===== src/rtl/traffic_light_pkg.sv =====
// Shared definitions for the traffic light monitor.
// Holds the lamp encodings, the fault codes reported by the monitor,
// the per-road flag bundle and the legal colour successor function.
package traffic_light_pkg;

    // Lamp encodings, {red,yellow,green}
    localparam logic [2:0] RED    = 3'b100;
    localparam logic [2:0] YELLOW = 3'b010;
    localparam logic [2:0] GREEN  = 3'b001;

    // Fault codes. Lower non-zero value means higher priority.
    localparam logic [2:0] FC_NONE     = 3'd0;
    localparam logic [2:0] FC_CONFLICT = 3'd1;
    localparam logic [2:0] FC_ENCODING = 3'd2;
    localparam logic [2:0] FC_SEQUENCE = 3'd3;
    localparam logic [2:0] FC_SHORT    = 3'd4;
    localparam logic [2:0] FC_STUCK    = 3'd5;

    typedef struct packed {
        logic enc;
        logic seq;
        logic short_dwell;
        logic stuck;
    } road_flags_t;

    // The only colour a road may move to from colour c.
    function automatic logic [2:0] next_colour(input logic [2:0] c);
        case (c)
            RED:     next_colour = GREEN;
            GREEN:   next_colour = YELLOW;
            YELLOW:  next_colour = RED;
            default: next_colour = RED;
        endcase
    endfunction

endpackage


===== src/rtl/traffic_light_road_chk.sv =====
// Per-road checker for the traffic light monitor.
// Tracks the stored colour and its dwell count for one road and raises
// same-sample flags for encoding, sequence, short-dwell and stuck faults.
// Ports:
//   clk, rst        clock, synchronous active-high reset
//   light           sampled lamp bus {red,yellow,green}
//   flags           fault flags for the current sample (combinational)
//   colour          sampled colour, for the cross-road conflict check
//   colour_valid    sampled colour is a legal encoding
//   yr_event        legal yellow->red change on this sample
module traffic_light_road_chk
    import traffic_light_pkg::*;
#(
    parameter int GREEN_MIN  = 8,
    parameter int YELLOW_MIN = 2,
    parameter int MAX_DWELL  = 64,
    parameter int CNT_W      = 8
) (
    input  logic        clk,
    input  logic        rst,
    input  logic [2:0]  light,
    output road_flags_t flags,
    output logic [2:0]  colour,
    output logic        colour_valid,
    output logic        yr_event
);

    localparam logic [CNT_W-1:0] GREEN_MIN_C  = CNT_W'(GREEN_MIN);
    localparam logic [CNT_W-1:0] YELLOW_MIN_C = CNT_W'(YELLOW_MIN);
    // Stuck fires on the sample that takes dwell to MAX_DWELL.
    localparam logic [CNT_W-1:0] STUCK_AT     = CNT_W'(MAX_DWELL - 1);
    localparam logic [CNT_W-1:0] DWELL_ONE    = CNT_W'(1);

    logic [2:0]       colour_q;
    logic [CNT_W-1:0] dwell_q;
    logic             armed_q;

    logic             legal;
    logic             same;
    logic             active;
    logic             changed;
    logic [CNT_W-1:0] dwell_inc;

    assign legal     = (light == RED) || (light == YELLOW) || (light == GREEN);
    assign same      = (light == colour_q);
    assign active    = legal && armed_q;
    assign changed   = active && !same;
    assign dwell_inc = (dwell_q == {CNT_W{1'b1}}) ? dwell_q : dwell_q + DWELL_ONE;

    always_comb begin
        flags             = '0;
        flags.enc         = !legal;
        flags.seq         = changed && (light != next_colour(colour_q));
        flags.short_dwell = changed &&
                            (((colour_q == GREEN)  && (dwell_q < GREEN_MIN_C)) ||
                             ((colour_q == YELLOW) && (dwell_q < YELLOW_MIN_C)));
        flags.stuck       = active && same && (dwell_q == STUCK_AT);
    end

    assign colour       = light;
    assign colour_valid = legal;
    assign yr_event     = changed && (colour_q == YELLOW) && (light == RED);

    // An illegal sample leaves colour, dwell and armed untouched.
    always_ff @(posedge clk) begin
        if (rst) begin
            colour_q <= RED;
            dwell_q  <= '0;
            armed_q  <= 1'b0;
        end else if (legal) begin
            if (!armed_q) begin
                colour_q <= light;
                dwell_q  <= DWELL_ONE;
                armed_q  <= 1'b1;
            end else if (same) begin
                dwell_q  <= dwell_inc;
            end else begin
                colour_q <= light;
                dwell_q  <= DWELL_ONE;
            end
        end
    end

endmodule


===== src/rtl/traffic_light_monitor.sv =====
// Passive safety monitor for a two-road traffic light controller.
// Checks both lamp buses every clock, latches the first fault (code and
// road) and counts completed road-A cycles. Never drives the lights.
// Ports:
//   clk, rst      clock, synchronous active-high reset
//   light_A/B     lamp buses {red,yellow,green}
//   fault         sticky fault indication since reset
//   fault_code    code of first fault (see traffic_light_pkg)
//   fault_road    road of first fault, 0=A 1=B (0 for conflict)
//   cycle_count   completed A cycles, counted on A yellow->red, wraps
module traffic_light_monitor
    import traffic_light_pkg::*;
#(
    parameter int GREEN_MIN  = 8,
    parameter int YELLOW_MIN = 2,
    parameter int MAX_DWELL  = 64,
    parameter int CNT_W      = 8
) (
    input  logic             clk,
    input  logic             rst,
    input  logic [2:0]       light_A,
    input  logic [2:0]       light_B,
    output logic             fault,
    output logic [2:0]       fault_code,
    output logic             fault_road,
    output logic [CNT_W-1:0] cycle_count
);

    road_flags_t flags_a;
    road_flags_t flags_b;
    logic [2:0]  colour_a;
    logic [2:0]  colour_b;
    logic        valid_a;
    logic        valid_b;
    logic        yr_a;
    logic        conflict;
    logic [2:0]  code_nxt;
    logic        road_nxt;

    traffic_light_road_chk #(
        .GREEN_MIN  (GREEN_MIN),
        .YELLOW_MIN (YELLOW_MIN),
        .MAX_DWELL  (MAX_DWELL),
        .CNT_W      (CNT_W)
    ) u_road_a (
        .clk          (clk),
        .rst          (rst),
        .light        (light_A),
        .flags        (flags_a),
        .colour       (colour_a),
        .colour_valid (valid_a),
        .yr_event     (yr_a)
    );

    // Road B's yellow->red pulse has no consumer; only A cycles are counted.
    traffic_light_road_chk #(
        .GREEN_MIN  (GREEN_MIN),
        .YELLOW_MIN (YELLOW_MIN),
        .MAX_DWELL  (MAX_DWELL),
        .CNT_W      (CNT_W)
    ) u_road_b (
        .clk          (clk),
        .rst          (rst),
        .light        (light_B),
        .flags        (flags_b),
        .colour       (colour_b),
        .colour_valid (valid_b),
        .yr_event     ()
    );

    assign conflict = valid_a && valid_b && (colour_a != RED) && (colour_b != RED);

    // Highest-priority code wins; road A wins ties.
    always_comb begin
        code_nxt = FC_NONE;
        road_nxt = 1'b0;
        if (conflict) begin
            code_nxt = FC_CONFLICT;
        end else if (flags_a.enc) begin
            code_nxt = FC_ENCODING;
        end else if (flags_b.enc) begin
            code_nxt = FC_ENCODING;
            road_nxt = 1'b1;
        end else if (flags_a.seq) begin
            code_nxt = FC_SEQUENCE;
        end else if (flags_b.seq) begin
            code_nxt = FC_SEQUENCE;
            road_nxt = 1'b1;
        end else if (flags_a.short_dwell) begin
            code_nxt = FC_SHORT;
        end else if (flags_b.short_dwell) begin
            code_nxt = FC_SHORT;
            road_nxt = 1'b1;
        end else if (flags_a.stuck) begin
            code_nxt = FC_STUCK;
        end else if (flags_b.stuck) begin
            code_nxt = FC_STUCK;
            road_nxt = 1'b1;
        end
    end

    always_ff @(posedge clk) begin
        if (rst) begin
            fault       <= 1'b0;
            fault_code  <= FC_NONE;
            fault_road  <= 1'b0;
            cycle_count <= '0;
        end else begin
            if (!fault && (code_nxt != FC_NONE)) begin
                fault      <= 1'b1;
                fault_code <= code_nxt;
                fault_road <= road_nxt;
            end
            if (yr_a) begin
                cycle_count <= cycle_count + CNT_W'(1);
            end
        end
    end

endmodule


===== config.mk =====
export PLATFORM = sky130hd
export DESIGN_NAME = traffic_light_monitor
export DESIGN_NICKNAME = d
export VERILOG_FILES = /design/src/rtl/traffic_light_pkg.sv /design/src/rtl/traffic_light_road_chk.sv /design/src/rtl/traffic_light_monitor.sv
export SDC_FILE = /design/constraint.sdc
export NUM_CORES = 1
export LEC_CHECK = 0
export CORE_ASPECT_RATIO = 0.75
export CORE_MARGIN = 2
export CORE_UTILIZATION = 34
export CTS_CLUSTER_DIAMETER = 100
export DETAILED_ROUTE_END_ITERATION = 10
export HOLD_SLACK_MARGIN = 0.05
export PLACE_DENSITY_LB_ADDON = 0.2
export SLEW_MARGIN = 30
export SYNTH_ARGS = -nofsm -noshare
export SYNTH_HDL_FRONTEND = slang
export SYNTH_SLANG_ARGS = --single-unit

===== constraint.sdc =====
create_clock -name clk -period 3 [get_ports clk]
set_input_delay 0.75 -clock clk [delete_from_list [all_inputs] [get_ports clk]]
set_output_delay 0.75 -clock clk [all_outputs]
set_load 0.02 [all_outputs]

==> results.txt <==
Die height = 74.8 um
First-pass GRT wire length = 9030 um
Total CTS buffers = 5
WL/cell = 13.2 um
Sequential fraction of the synthesis area = 32.6%
Grt ovf = 0
Crit Path Category = in2reg
Core Area = 6380 um2
CP arrival = 3020 ps
Final Cycle Share = 93.0%
Yosys top cell area share = 32.6%
Initial antenna violation count = 0
Iteration-0 DRC count of the detailed router = 72
Synth Area in XOR/XNOR = 10.4%
Hold Path Class = reg2reg
Antenna diodes = 0
Crit path max fanout = 7
Mean post-synth cell area = 8.54 um2
Area share of and/or/nand/nor cells after synthesis = 30.2%
RSZ-0062 raised after global routing = no
CP Launch Type = primary input
Warnings, synthesis = 0
Latest clock arrival within the worst-skew pair = 290 ps
Area Overhead vs Synth = 24.4%
Initial Utilization = 35.6%
Share of layout cells above drive strength 1 = 18.4%
Static leakage power = 1.04 nW
Area contributors post-synth = dfxtp_1, nor2_1, xor2_1
Post-route DRC = 0
Final GP Congestion = 0.812
Setup ws final = 211 ps
Fmax = 359 MHz
Clock skew = 2.18 ps
Port Buffers = 20
Final wirelength = 5140 um
Setup violators final = 0
Reg2Reg Setup Slack = 740 ps
Hold_ws = 473 ps
Most common cell in the synthesized netlist = dfxtp_1
Synth unique cells = 67
Commonest cells post-synth = dfxtp_1, nor2_1, a21oi_1, xor2_1, nand2_1
Final Hold Fails = 0
GRT Total Usage = 15.2%
I/O Pins = 21
CTS root buf = clkbuf_8
Fill cells = 659
Clk sinks = 37
Max_cap viols = 0
Tot Pwr = 1.13 mW
Largest family of logic cells by synthesized area = simple AND/OR/NAND/NOR gates
# placed instances = 382
Top FF cell, synth = dfxtp_1
Vias in the first global route = 1,888
Post-synth EDFFs = 0
Pre-antenna DRT Iters = 4
Die ar. = 7360 um2
Crit end category = register
Max-Slew Margin vs Limit = 57.6%
Status = complete, no violations
Synthesized area = 2270 um2
Syn nets = 277
CTS tree = yes
Vias post-DR = 1,983
Worst-path clk slew = 70 ps
Drt via density = 5.07
Slew Viols, Final = 0
Worst EP required = 3230 ps
Post-DRT Antenna Nets = 0
Syn Inst Count = 266
Non-filler cells, final = 391
Nets = 320
Pre-CTS setup slack = -90.8 ps
Pin count of the biggest net entering global routing = 18
Mux contribution to synthesized area = 2.20%
Power density over cell area = 399 nW/um2
# rows = 25
Ys async rst share = 0%
Clock buffer depth = 2
Adder-Cell Fraction of Synth Area = 1.65%
Highest ir drop seen on vdd = 0.188 mV
Crit path time final = 2790 ps
Actual slew at the worst max-slew pin = 634 ps
Sum Neg Setup Slack = 0 ps
Area leader, netlist = dfxtp_1
Detail Placement HPWL = 3970 um
Post-cts hold buffer count = 0
Compound-Gate Fraction of Synth Area = 17.9%
Seq cells post-synth = 37
Htree depth = 2
Die Wd = 98.4 um
[final timing paths]
| kind | start | to | cells after the start |
|---|---|---|---|
| max reg2reg | u_road_b.colour_q[2] | fault_road | 9 |
| min reg2reg | fault_road | fault_road | 2 |
| min | fault_road | fault_road | 2 |
| max | light_A[0] | fault_road | 8 |
[metrics by stage]
stage | util (%) | cell area (um2)
2_1_floorplan | - | 2270
3_3_place_gp | 42.6 | 2720
3_5_place_dp | 42.6 | 2720
4_1_cts | 44.2 | 2820
5_1_grt | 44.3 | 2830
6_report | 44.3 | 2830
[layer usage]
metal	up-vias	track usage (%)	wire length, um
met2	23	21.5	1950
met1	909	22.5	2960
met3	5	3.90	181
li1	1046	-	-
met5	-	0	0
met4	0	5.02	54
[layout make-up]
class                   count  area [um2]  share of cell area, %
inverters                   5        18.8                  0.664
well taps                  81         101                   3.58
multi-input cells         207        1420                   50.0
repair buffers             53         450                   15.9
clock buffers               7        96.3                   3.41
flip-flops and latches     37         741                   26.2
clock inverters             1        5.00                  0.177
[cell families (layout without fill, tap and decap cells)]
group / count (synthesis) / after routing
xor+xnor: 26 / 26
fa+ha+maj: 3 / 3
flops: 37 / 37
mux: 5 / 5
compound gates: 57 / 57
simple gates: 116 / 116
buf+inv: 22 / 66
[power breakdown]
part,internal (mW),total [mW],switching (mW)
Clock,0.208,0.390,0.182
Sequential,0.506,0.527,0.0210
Combinational,0.102,0.210,0.108
[registers in the layout (all words and copies together) (netlist names)]
signal	cells
fault_road	1
fault	1
u_road_a.colour_q	3
u_road_a.armed_q	1
u_road_b.colour_q	3
u_road_b.dwell_q	8
u_road_b.armed_q	1
fault_code	3
cycle_count	8
u_road_a.dwell_q	8
[worst max-delay path, cell delays in order]
cell and delay (ps):
clkdlybuf4s50_1 620, xnor2_1 150, a311oi_2 360, nor4b_4 330, a211oi_2 100, nor4_2 390, a21oi_1 160, o2bb2ai_1 150
[cells in the final DEF, fill, tap and decap left out, drive strengths merged, types with 2 or more instances in the layout]
cell           Yosys  final
or2                3      3
nand2b             7      7
nor3b              3      3
nand3             11     11
buf               12     33
nand2             12     12
nor4b              3      3
o211ai             2      2
nor2b              2      2
a21oi             14     14
nand4              7      7
o22ai              2      2
o31ai              2      2
xor2              15     15
nor4               5      5
a41oi              2      2
nor4bb             2      2
o21ai             16     16
ha                 3      3
inv                5      5
nor2              33     33
clkdlybuf4s50      0     19
nor3               6      6
and3               6      6
or4                2      2
clkbuf             5      7
and4               2      2
xnor2             11     11
or3                6      6
mux2i              5      5
a211oi             3      3
o21bai             2      2
dfxtp             37     37
[timing repair]
action | in CTS | in global routing
endpoints found under the setup margin | 0 | 2
buffers inserted | 0 | 1
gates resized for setup | 0 | 1
Note: power is estimated with default switching activity, not from simulation.
